File: src/rtl/regfile_ctrl_pkg.sv
// Shared types for the register-file writeback arbiter: request payload, source ids, x0 index.
package regfile_ctrl_pkg;

  localparam int unsigned ADDR_W = 5;
  localparam int unsigned DATA_W = 32;

  localparam logic [ADDR_W-1:0] REG_ZERO = '0;

  typedef struct packed {
    logic [ADDR_W-1:0] addr;
    logic [DATA_W-1:0] data;
  } wb_req_t;

  typedef enum logic {
    SRC_A = 1'b0,
    SRC_B = 1'b1
  } src_t;

endpackage

File: src/rtl/regfile_wb_arbiter_if.sv
// Bundles both writeback requester handshakes, the regfile write port and hazard status.
interface regfile_wb_arbiter_if #(
  parameter int unsigned ADDRESS_WIDTH = 5,
  parameter int unsigned DATA_WIDTH    = 32
);

  logic                        a_valid;
  logic                        a_ready;
  logic [ADDRESS_WIDTH-1:0]    a_addr;
  logic [DATA_WIDTH-1:0]       a_data;
  logic                        b_valid;
  logic                        b_ready;
  logic [ADDRESS_WIDTH-1:0]    b_addr;
  logic [DATA_WIDTH-1:0]       b_data;
  logic                        we3;
  logic [ADDRESS_WIDTH-1:0]    ad3;
  logic [DATA_WIDTH-1:0]       wd3;
  logic [2**ADDRESS_WIDTH-1:0] pend_mask;
  logic                        busy;

  modport master (
    output a_valid, a_addr, a_data, b_valid, b_addr, b_data,
    input  a_ready, b_ready, we3, ad3, wd3, pend_mask, busy
  );

  modport slave (
    input  a_valid, a_addr, a_data, b_valid, b_addr, b_data,
    output a_ready, b_ready, we3, ad3, wd3, pend_mask, busy
  );

endinterface

File: src/rtl/wb_slot.sv
// One-entry writeback holding slot; transfers to x0 are accepted but never stored.
module wb_slot
  import regfile_ctrl_pkg::*;
(
  input  logic    clk,
  input  logic    rst,
  input  logic    in_valid,
  output logic    in_ready,
  input  wb_req_t in_req,
  input  logic    grant,
  output logic    load,
  output logic    valid,
  output wb_req_t req,
  output logic    valid_next,
  output wb_req_t req_next
);

  logic    valid_q;
  wb_req_t req_q;

  // Ready is a function of state only so the requester never sees a valid->ready path.
  assign in_ready = ~valid_q | grant;
  assign load     = in_valid & in_ready & (in_req.addr != REG_ZERO);

  always_comb begin
    valid_next = valid_q & ~grant;
    req_next   = req_q;
    if (load) begin
      valid_next = 1'b1;
      req_next   = in_req;
    end
  end

  always_ff @(posedge clk) begin
    if (rst) begin
      valid_q <= 1'b0;
      req_q   <= '0;
    end else begin
      valid_q <= valid_next;
      req_q   <= req_next;
    end
  end

  assign valid = valid_q;
  assign req   = req_q;

endmodule

File: src/rtl/regfile_wb_arbiter.sv
// Age-ordered arbiter sharing the single regfile write port between two writeback sources.
module regfile_wb_arbiter
  import regfile_ctrl_pkg::*;
#(
  parameter int unsigned ADDRESS_WIDTH = ADDR_W,
  parameter int unsigned DATA_WIDTH    = DATA_W
) (
  input logic                 clk,
  input logic                 rst,
  regfile_wb_arbiter_if.slave bus
);

  localparam int unsigned NumRegs = 2 ** ADDRESS_WIDTH;

  wb_req_t a_in, b_in, a_req, b_req, a_req_next, b_req_next, granted;
  logic    a_load, b_load, a_slot_valid, b_slot_valid, a_valid_next, b_valid_next;
  logic    grant_a, grant_b, a_stay, b_stay;

  src_t older_q, older_d, rr_q, rr_d;
  logic tie_q, tie_d;

  logic                     we3_q, we3_d;
  logic [ADDRESS_WIDTH-1:0] ad3_q, ad3_d;
  logic [DATA_WIDTH-1:0]    wd3_q, wd3_d;
  logic [NumRegs-1:0]       mask_q, mask_d;

  assign a_in = '{addr: bus.a_addr, data: bus.a_data};
  assign b_in = '{addr: bus.b_addr, data: bus.b_data};

  wb_slot u_slot_a (
    .clk        (clk),
    .rst        (rst),
    .in_valid   (bus.a_valid),
    .in_ready   (bus.a_ready),
    .in_req     (a_in),
    .grant      (grant_a),
    .load       (a_load),
    .valid      (a_slot_valid),
    .req        (a_req),
    .valid_next (a_valid_next),
    .req_next   (a_req_next)
  );

  wb_slot u_slot_b (
    .clk        (clk),
    .rst        (rst),
    .in_valid   (bus.b_valid),
    .in_ready   (bus.b_ready),
    .in_req     (b_in),
    .grant      (grant_b),
    .load       (b_load),
    .valid      (b_slot_valid),
    .req        (b_req),
    .valid_next (b_valid_next),
    .req_next   (b_req_next)
  );

  // Grant: lone slot wins; otherwise the older one, with rr breaking same-edge ties.
  always_comb begin
    grant_a = 1'b0;
    grant_b = 1'b0;
    rr_d    = rr_q;
    unique case ({a_slot_valid, b_slot_valid})
      2'b10: grant_a = 1'b1;
      2'b01: grant_b = 1'b1;
      2'b11: begin
        if (tie_q) begin
          grant_a = (rr_q == SRC_A);
          grant_b = (rr_q == SRC_B);
          rr_d    = (rr_q == SRC_A) ? SRC_B : SRC_A;
        end else begin
          grant_a = (older_q == SRC_A);
          grant_b = (older_q == SRC_B);
        end
      end
      default: ;
    endcase
  end

  // A fresh load is younger than any entry that survives this edge.
  always_comb begin
    a_stay  = a_slot_valid & ~grant_a;
    b_stay  = b_slot_valid & ~grant_b;
    older_d = older_q;
    tie_d   = tie_q;
    if (a_load && b_load) begin
      tie_d = 1'b1;
    end else if (a_load && b_stay) begin
      older_d = SRC_B;
      tie_d   = 1'b0;
    end else if (b_load && a_stay) begin
      older_d = SRC_A;
      tie_d   = 1'b0;
    end
  end

  always_comb begin
    granted = grant_b ? b_req : a_req;
    we3_d   = grant_a | grant_b;
    ad3_d   = ad3_q;
    wd3_d   = wd3_q;
    if (we3_d) begin
      ad3_d = granted.addr;
      wd3_d = granted.data;
    end
    // Built from next state so the registered mask lines up with slot and output contents.
    mask_d = '0;
    if (a_valid_next) mask_d[a_req_next.addr] = 1'b1;
    if (b_valid_next) mask_d[b_req_next.addr] = 1'b1;
    if (we3_d)        mask_d[ad3_d]           = 1'b1;
    mask_d[0] = 1'b0;
  end

  always_ff @(posedge clk) begin
    if (rst) begin
      older_q <= SRC_A;
      rr_q    <= SRC_A;
      tie_q   <= 1'b0;
      we3_q   <= 1'b0;
      ad3_q   <= '0;
      wd3_q   <= '0;
      mask_q  <= '0;
    end else begin
      older_q <= older_d;
      rr_q    <= rr_d;
      tie_q   <= tie_d;
      we3_q   <= we3_d;
      ad3_q   <= ad3_d;
      wd3_q   <= wd3_d;
      mask_q  <= mask_d;
    end
  end

  assign bus.we3       = we3_q;
  assign bus.ad3       = ad3_q;
  assign bus.wd3       = wd3_q;
  assign bus.pend_mask = mask_q;
  assign bus.busy      = a_slot_valid | b_slot_valid | we3_q;

endmodule

File: src/flat_wrapper.sv
// flat-port wrapper written by rule: the top's interface ports become plain ports
module regfile_wb_arbiter_flat import regfile_ctrl_pkg::*;
#(
  parameter int unsigned ADDRESS_WIDTH = ADDR_W,
  parameter int unsigned DATA_WIDTH    = DATA_W
)
  (clk, rst, bus_a_valid, bus_a_addr, bus_a_data, bus_b_valid, bus_b_addr, bus_b_data, bus_a_ready, bus_b_ready, bus_we3, bus_ad3, bus_wd3, bus_pend_mask, bus_busy);
  regfile_wb_arbiter_if #(.ADDRESS_WIDTH(ADDRESS_WIDTH), .DATA_WIDTH(DATA_WIDTH)) bus_i ();
  input logic clk;
  input logic rst;
  input wire logic [$bits(bus_i.a_valid)-1:0] bus_a_valid;
  input wire logic [$bits(bus_i.a_addr)-1:0] bus_a_addr;
  input wire logic [$bits(bus_i.a_data)-1:0] bus_a_data;
  input wire logic [$bits(bus_i.b_valid)-1:0] bus_b_valid;
  input wire logic [$bits(bus_i.b_addr)-1:0] bus_b_addr;
  input wire logic [$bits(bus_i.b_data)-1:0] bus_b_data;
  output wire logic [$bits(bus_i.a_ready)-1:0] bus_a_ready;
  output wire logic [$bits(bus_i.b_ready)-1:0] bus_b_ready;
  output wire logic [$bits(bus_i.we3)-1:0] bus_we3;
  output wire logic [$bits(bus_i.ad3)-1:0] bus_ad3;
  output wire logic [$bits(bus_i.wd3)-1:0] bus_wd3;
  output wire logic [$bits(bus_i.pend_mask)-1:0] bus_pend_mask;
  output wire logic [$bits(bus_i.busy)-1:0] bus_busy;
  assign bus_i.a_valid = bus_a_valid;
  assign bus_i.a_addr = bus_a_addr;
  assign bus_i.a_data = bus_a_data;
  assign bus_i.b_valid = bus_b_valid;
  assign bus_i.b_addr = bus_b_addr;
  assign bus_i.b_data = bus_b_data;
  assign bus_a_ready = bus_i.a_ready;
  assign bus_b_ready = bus_i.b_ready;
  assign bus_we3 = bus_i.we3;
  assign bus_ad3 = bus_i.ad3;
  assign bus_wd3 = bus_i.wd3;
  assign bus_pend_mask = bus_i.pend_mask;
  assign bus_busy = bus_i.busy;
  regfile_wb_arbiter #(.ADDRESS_WIDTH(ADDRESS_WIDTH), .DATA_WIDTH(DATA_WIDTH)) u_core (.clk(clk), .rst(rst), .bus(bus_i));
endmodule
File: config.mk
export PLATFORM = sky130hd
export DESIGN_NAME = regfile_wb_arbiter_flat
export DESIGN_NICKNAME = d
export VERILOG_FILES = /design/src/rtl/regfile_ctrl_pkg.sv /design/src/rtl/regfile_wb_arbiter_if.sv /design/src/rtl/wb_slot.sv /design/src/rtl/regfile_wb_arbiter.sv /design/src/flat_wrapper.sv
export SDC_FILE = /design/constraint.sdc
export NUM_CORES = 1
export LEC_CHECK = 0
export CAP_MARGIN = 10
export CORE_MARGIN = 2
export CORE_UTILIZATION = 35
export CTS_CLUSTER_DIAMETER = 100
export CTS_CLUSTER_SIZE = 20
export DETAILED_ROUTE_END_ITERATION = 8
export GPL_ROUTABILITY_DRIVEN = 0
export PLACE_DENSITY_LB_ADDON = 0.3
export REMOVE_ABC_BUFFERS = 1
export SLEW_MARGIN = 20
export SYNTH_ARGS = -nofsm -noshare
export SYNTH_HDL_FRONTEND = slang
export SYNTH_HIERARCHICAL = 1
export SYNTH_SLANG_ARGS = --single-unit
File: constraint.sdc
create_clock -name clk -period 3.6 [get_ports clk]
set_input_delay 1.08 -clock clk [delete_from_list [all_inputs] [get_ports clk]]
set_output_delay 1.08 -clock clk [all_outputs]
set_load 0.005 [all_outputs]
Word-level counts from Yosys, hierarchy flattened
Cells that the tools add are included.

Register bits: 149. Input bits: 78. Word-level logic and storage cells: 79.

Eq/ne operators: 3. Order comparisons: 6. Reductions and logical operators: 12. Multiplexer cells: 24. Bitwise logic cells: 20.

Operators with widths (count): $mux W37 (3); $mux W32 (3); $or A32 B32 Y32 (2); $lt A5 B6 Y1 const B (3); $demux W1 S5 (3); $ge A5 B1 Y1 const B (3); $mux W1 (12); $reduce_bool A5 Y1 (2); $not A1 Y1 (7); $and A1 B1 Y1 (6); $logic_and A1 B1 Y1 (6); $mux W5 (1); $or A1 B1 Y1 (5); $eq A2 B2 Y1 const B (2); $pmux W1 S2 (2); $reduce_and A2 Y1 (2); $reduce_bool A3 Y1 (1); $eq A2 B1 Y1 const B (1); $reduce_bool A2 Y1 (1).

Logic depth before layout (Yosys ltp)
Gate-level depths: netlist of run 1.

Depth after elaboration: 16. Mapped depth: 17.

Hierarchy
The synthesis of run 1 kept the hierarchy.

Modules (own cells, without submodules): wb_slot (instances 2, cells an instance 210, seq. area each 760.7 sq um, area an instance 2167.1 sq um); regfile_wb_arbiter (instances 1, cells an instance 427, seq. area each 1441.4 sq um, area an instance 3512.1 sq um).

Least setup slack after synthesis of run 1
OpenSTA, ideal clock, no wires.

Path type: reg2reg. From: register u_core.tie_q. To: register u_core.mask_q[28], in the netlist u_core/bus.pend_mask[28]. Cell stages (with the launch flop): 17. Data arrival time: 3.325 ns. Slack: 0.210 ns. Cells stage by stage: dfxtp_1 -> mux2_4 -> o21ai_4 -> inv_2 -> buf_4 -> buf_2 -> nor2_1 -> nand2b_1 -> clkbuf_1 -> o211ai_2 -> buf_6 -> buf_6 -> mux2_2 -> or3b_2 -> o22ai_1 -> a31oi_1 -> nor2_1.

Elaborated cells between the ends (all ways): 41. Those cells by class: 6 x order compare; 19 x mux; 13 x bitwise; 3 x reduce/logical.

RTL lines: start: declaration (line regfile_wb_arbiter.sv:20) `logic tie_q, tie_d;`; start signal: assignment (line regfile_wb_arbiter.sv:126) `tie_q <= tie_d;`; $mux W1 * (line regfile_wb_arbiter.sv:67) `if (tie_q) begin`; $pmux W1 S2 * (line regfile_wb_arbiter.sv:63) `unique case ({a_slot_valid, b_slot_valid})`; net u_core.grant_b (line regfile_wb_arbiter.sv:17) `logic grant_a, grant_b, a_stay, b_stay;`; $or A1 B1 Y1 (line wb_slot.sv:22) `assign in_ready = ~valid_q | grant;`; $and A1 B1 Y1 (2 in a row) (line wb_slot.sv:23) `assign load = in_valid & in_ready & (in_req.addr != REG_ZERO);`; $mux W37 (line wb_slot.sv:28) `if (load) begin`; $lt A5 B6 Y1 (implied by the code) or $ge A5 B1 Y1 (tied branches) (line regfile_wb_arbiter.sv:109) `if (b_valid_next) mask_d[b_req_next.addr] = 1'b1;`; $logic_and A1 B1 Y1 (implied by the code) (line regfile_wb_arbiter.sv:109); $mux W1 (implied by the code) (line regfile_wb_arbiter.sv:109); $demux W1 S5; $or A32 B32 Y32 (no line); $mux W32 (line regfile_wb_arbiter.sv:109); $or A32 B32 Y32 (no line); $mux W32 * (line regfile_wb_arbiter.sv:110) `if (we3_d) mask_d[ad3_d] = 1'b1;`; end signal: assignment (line regfile_wb_arbiter.sv:130) `mask_q <= mask_d;`; end: declaration (line regfile_wb_arbiter.sv:25) `logic [NumRegs-1:0] mask_q, mask_d;`.

Mark *: on every way through the listed nets, which the timed path passes. The rest lies on a longest branch. A chain may end at the register's enable or synchronous reset.

Final worst setup path of run 1
From: register u_core.tie_q. To: output port bus_a_ready.

Cells in the longest elaborated chain, start to end: 3.

Ends and longest elaborated chain: $mux W1 (line regfile_wb_arbiter.sv:67); $pmux W1 S2 (line regfile_wb_arbiter.sv:63); net u_core.grant_a (line regfile_wb_arbiter.sv:17); $or A1 B1 Y1 (line wb_slot.sv:22); end: declaration (line flat_wrapper.sv:17) `output wire logic [$bits(bus_i.a_ready)-1:0] bus_a_ready;`.

The timed path passes the listed nets, and every way through them passes these cells.

==> results of run 1 <==
[routing by layer]
layer | routed length, µm | share of wire (%) | global-route usage (%) | vias up
li1 | - | - | - | 3011
met1 | 9140 | 48 | 25.1 | 2828
met2 | 8740 | 46 | 27.4 | 164
met3 | 975 | 5.1 | 4.69 | 21
met4 | 233 | 1.2 | 4.22 | 0
met5 | 0 | 0 | 0 | -
[worst max path at each step]
stage	from	endpoint
3_3_place_gp	bus_a_addr[1]	u_core/bus.pend_mask[24]
5_1_grt	u_core/tie_q	bus_a_ready
2_1_floorplan	u_core/u_slot_a/valid	u_core/bus.pend_mask[12]
4_1_cts	u_core/tie_q	bus_a_ready
3_5_place_dp	bus_b_addr[1]	u_core/bus.pend_mask[28]
6_report	u_core/tie_q	bus_a_ready
[metrics by stage]
| step | util, % | std cells |
|---|---|---|
| 4_1_cts | 47.2 | 1202 |
| 6_report | 47.2 | 1202 |
| 3_5_place_dp | 44.2 | 1170 |
| 2_1_floorplan | - | 719 |
| 3_3_place_gp | 44.2 | 1170 |
| 5_1_grt | 47.2 | 1202 |
[sequential cells by signal (all words and copies together) (netlist names)]
name / flops
u_core/bus.we3: 1
u_core/tie_q: 1
u_core/bus.ad3: 5
u_core/u_slot_b/req: 37
u_core/older_q: 1
u_core/bus.pend_mask: 31
u_core/u_slot_a/req: 37
u_core/rr_q: 1
u_core/bus.wd3: 32
u_core/u_slot_a/valid: 1
u_core/u_slot_b/valid: 1
[final cells by class]
type	count	share of cell area, %
multi-input combinational	563	39.7
clock inverter	15	1.93
clock buffer	17	4.50
sequential	148	31.3
inverter	8	0.317
timing repair buffer	181	18.7
tap	270	3.57
[power breakdown]
part           internal (µW)  switching (µW)  total (µW)
Combinational            377             378         755
Clock                    997             806        1800
Sequential              1750            64.2        1810
Total                   3120            1250        4370
[critical path: stages (launching register included)]
cell             delay [ns]
dfxtp_1                0.42
mux2_4                 0.41
o21ai_4                0.15
inv_2                  0.12
nor2_1                 0.09
nand2b_2               0.23
clkdlybuf4s50_1        0.54
[cell usage in the layout (no fill, tap or decap), types with 14 or more instances in the layout]
master,n
a21oi_1,25
a22oi_1,19
a311oi_1,35
buf_4,30
clkbuf_16,17
clkdlybuf4s50_1,148
dfxtp_1,148
mux2i_1,71
nand2_1,80
nand2b_1,143
nand3_1,17
nor2_1,56
o22ai_1,14
==> results.md, run 1 <==
- Crit-path max FO: 12
- Reg-to-reg endpoint: u_core/bus.pend_mask[18]
- Hold Path Stages: 2
- Slew margin rel.: 41.3%
- DIE AREA: roughly 21000 µm²
- H-tree levels: 4
- Min cycle time layout: roughly 3.5 ns
- Leakage power: 0.00340 µW
- # fillers: a little under 2k
- Syn Area/Cell: between 9 and 10 µm²
- Post-Place Setup Slack: -0.0569 ns
- Via-to-Cell Ratio: 5.01
- Worst Hold Class: flip-flop to flip-flop
- Final worst setup slack: between 0.1 and 0.15 ns
- First-pass GRT wire length: 30.7 mm
- Tot Pwr: roughly 4400 µW
- Status: finished clean
- I/O Pins: ~150
- Worst R2R Start: u_core/tie_q
- Hold_sp: u_core/u_slot_b/req[4]
- DRT Wirelength: ~19 mm
- Antenna-violating nets left: 0
- Hold buffer count at CTS: 0
- Kind of end point of the critical path: output port
- Hold Path End: u_core/bus.wd3[4]
- Synthesized instance count: between 700 and 800
- Multi-input logic area: 3760 µm²
- Least-Margin Pin Slew: approximately 0.87 ns
- Synthesized area: about 7000 µm²
- CTS tree: yes
- Register-to-register setup slack: about 0.65 ns
- Max VDD drop: ~340 µV
- Number of global-route vias before repair: about 5.8k
- GRT Resource Usage Total: about 18%
- Max Cap Violations: 0
- DP Area: about 8900 µm²
- Height of the die: ~150 µm
- First drt pass iteration count: 6
- Setup TNS: 0 ns
- Initial Utilization: between 30% and 40%
- Number of gates resized after CTS: 0
- Core area: roughly 20000 µm²
- Required @ worst endpoint: ~2.5 ns
- Layout cells sized above 1: about 11%
- Worst setup SP type: flip-flop
- Root Driver: clkbuf_16
- Power per cell area: 462 nW/µm²
- Site row count: 52
- Worst reg-to-reg path cell count: 11
- Die X: 146 µm
- Final setup vio count: 0
- Hold WS: ~0.47 ns
- Slew Limit Fails: 0
- Clk buf depth: 2
- Fmax: between 200 and 300 MHz
- FF+latch area: 2960 µm²
- Largest net degree at the start of global routing: 107
- Vias: about 6k
- Setup Skew: 0.0157 ns
- Kind of critical path: flip-flop to output port
- Crit path DAT: 2.38 ns
- CTS buffer count: 17
- DR iter-0 viols: between 200 and 300
- Routed length per instance: ~16 µm
- Residual DRC: 0
- # diodes: 0
- Initial antenna violation count: 0
- # Post-CTS Setup Buffers: 0
- Final hold vios: 0
- Total number of yosys warnings: 6
- IO Port Bufs: around 150
- Clk sinks: 148
- Clk slew on worst S/H paths: 0.07 ns
- Final instance area: about 9500 µm²
- Final period utilization: 96.1%
- Area Overhead vs Synth: 33.6%
- Layout Nets: roughly 1000
- Total gr overflow: 0
- Worst-Skew Late Latency: ~0.43 ns
- Estimated wirelength of the detail-placed design: ~12 mm
No activity file was read; power rests on OpenSTA's default activity.
==> run 2, diff against run 1 <==
Settings changed: ABC_AREA set to 1, CAP_MARGIN 10 to not set, CORE_MARGIN 2 to not set.
==> run 2 against run 1 <==
Compared with the run above: sequential power rose by 2%; register-to-register slack improved by 0.17 ns; clock skew fell by 0.0055 ns.
==> results.md, run 2 <==
- Status: finished clean
- Max Cap Violations: 0 (unchanged)
- Final setup vio count: 0 (unchanged)
- Layout cells sized above 1: 8.24% (-2.5 points)
- Total gr overflow: 0 (unchanged)
- Power per cell area: 492 nW/µm² (+6.6%)
- CTS tree: yes
- Final period utilization: 91.0% (-5.1 points)
- Worst R2R Start: u_core/u_slot_a/valid
- Kind of end point of the critical path: output port
- Initial Utilization: 36.0% (+0.65 points)
- Number of gates resized after CTS: 0 (unchanged)
- Most used cell, CP: inv_2
- Final instance area: 9270 µm² (-2.1%)
- Core area: 19700 µm² (-1.9%)
- CP max stage cell: dfxtp_1
- DP Area: 8670 µm² (-2.1%)
- Least-Margin Pin Slew: 0.836 ns (-0.0391 ns)
- Clk sinks: 148 (unchanged)
- Setup TNS: 0 ns (unchanged)
- Setup Skew: 0.0102 ns (-0.00549 ns)
- # fillers: 1989 (+0.30%)
- Clk slew on worst S/H paths: 0.06 ns (about the same)
- Layout Nets: 1182 (+19%)
- # Post-CTS Setup Buffers: 0 (unchanged)
- Fmax: 305 MHz (+5.6%)
- Final worst setup slack: 0.323 ns (+0.182 ns)
- Synthesized area: 7070 µm² (-0.12%)
- Final hold vios: 0 (unchanged)
- Reg-to-reg endpoint: u_core/bus.pend_mask[25]
- I/O Pins: 151 (unchanged)
- Tot Pwr: 4560 µW (+4.4%)
- Crit path DAT: 2.20 ns (-0.18 ns)
- GRT Resource Usage Total: 20.8% (+2.9 points)
- Syn Area/Cell: 7.24 µm² (-20%)
- Worst path max stage delay: 0.58 ns (+0.04 ns)
- Root Driver: clkbuf_16
- Residual DRC: 0 (unchanged)
- DRT Wirelength: 20.8 mm (+8.9%)
- Most frequent cells in the layout: nand2_1, clkdlybuf4s50_1, dfxtp_1
- Worst setup SP type: flip-flop
- Slew Limit Fails: 0 (unchanged)
- Worst-Skew Late Latency: 0.43 ns (about the same)
- First drt pass iteration count: 5 (-1)
- Synthesized instance count: 977 (+25%)
- CTS buffer count: 17 (unchanged)
- Crit-path cells: nand3_4 -> nand2_4 -> inv_2 -> nor2_1 -> inv_2 -> nand2_1 -> clkdlybuf4s50_1
- Hold_sp: u_core/bus.wd3[20]
- Site row count: 51 (-1.9%)
- Antenna-violating nets left: 0 (unchanged)
- Largest net degree at the start of global routing: 84 (-21%)
- Initial antenna violation count: 0 (unchanged)
- Total number of yosys warnings: 6 (unchanged)
- RSZ-0062 raised after global routing: false
- Crit-path max FO: 7 (-5)
- Worst Hold Class: flip-flop to flip-flop
- Required @ worst endpoint: 2.52 ns (about the same)
- Max VDD drop: 327 µV (-4.4%)
- H-tree levels: 4 (unchanged)
- Slew margin rel.: 44.1% (+2.8 points)
- IO Port Bufs: 149 (unchanged)
- First-pass GRT wire length: 32.9 mm (+7.2%)
- Hold buffer count at CTS: 0 (unchanged)
- Estimated wirelength of the detail-placed design: 13.4 mm (+7.0%)
- Clk buf depth: 2 (unchanged)
- DR iter-0 viols: 508 (+70%)
- Routed length per instance: 15.0 µm (-5.3%)
- Register-to-register setup slack: 0.82 ns (+0.17 ns)
- DIE AREA: 20800 µm² (-2.8%)
- Most common cell after layout, fill and taps aside: nand2_1
- Vias: 6710 (+11%)
- Number of global-route vias before repair: 6245 (+8.3%)
- Final core occ: 47.1% (-0.067 points)
- Die X: 144 µm (-1.4%)
- Worst reg-to-reg path cell count: 15 (+4)
- Post-Place Setup Slack: 0.267 ns (+0.324 ns)
- Hold Path Stages: 2 (unchanged)
- Area Overhead vs Synth: 31.0%
- Min cycle time layout: 3.28 ns (-0.182 ns)
- Height of the die: 144 µm (-1.4%)
- Hold Path End: u_core/bus.wd3[20]
- Kind of critical path: flip-flop to output port
- Leakage power: 0.00385 µW (+13%)
- Via-to-Cell Ratio: 4.86 (-3.1%)
- # diodes: 0 (unchanged)
-- run 2: how the worst max path moves through the flow --
stage,slack (ns),endpoint,from
2_1_floorplan,-0.32,u_core/bus.pend_mask[25],u_core/u_slot_b/valid
3_3_place_gp,0.32,u_core/bus.pend_mask[26],bus_b_addr[2]
3_5_place_dp,0.27,u_core/bus.pend_mask[26],bus_b_addr[2]
4_1_cts,0.30,bus_a_ready,u_core/u_slot_a/valid
5_1_grt,0.21,bus_a_ready,u_core/u_slot_a/valid
6_report,0.32,bus_a_ready,u_core/u_slot_a/valid
-- run 2: layer usage --
layer | vias to the layer above | share of wire [%] | GRT usage, %
met5 | - | 0 | 0
met4 | 0 | 2.1 | 7.53
met3 | 26 | 6.6 | 3.84
met2 | 239 | 46 | 33.8
met1 | 3057 | 45 | 27.3
li1 | 3388 | - | -
-- run 2: power breakdown --
part | internal [µW] | switching (µW)
clock network | 1070 | 722
logic | 372 | 544
registers | 1780 | 78.2
total | 3220 | 1340
-- run 2: critical path, delay by kind of cell, from the launching register on --
kind,cells,cell delay (ns)
buffers and inverters,3,0.66
flip-flops,1,0.58
AND/OR/NAND/NOR,4,0.53
-- run 2: final cells by class --
cell class / count / area [µm²] / share of cell area (%)
clock inverter: 12 / 143 / 1.54
sequential: 148 / 2960 / 32.0
clock buffer: 20 / 457 / 4.93
timing repair buffer: 168 / 1640 / 17.7
multi-input combinational: 647 / 3270 / 35.3
tap: 265 / 332 / 3.58
inverter: 122 / 458 / 4.94
-- run 2: through the flow --
| stage | hold slack [ns] | std cells |
|---|---|---|
| 3_5_place_dp | 0.470 | 1350 |
| 2_1_floorplan | 0.444 | 917 |
| 4_1_cts | 0.480 | 1382 |
| 5_1_grt | 0.498 | 1382 |
| 6_report | 0.478 | 1382 |
| 3_3_place_gp | 0.463 | 1350 |
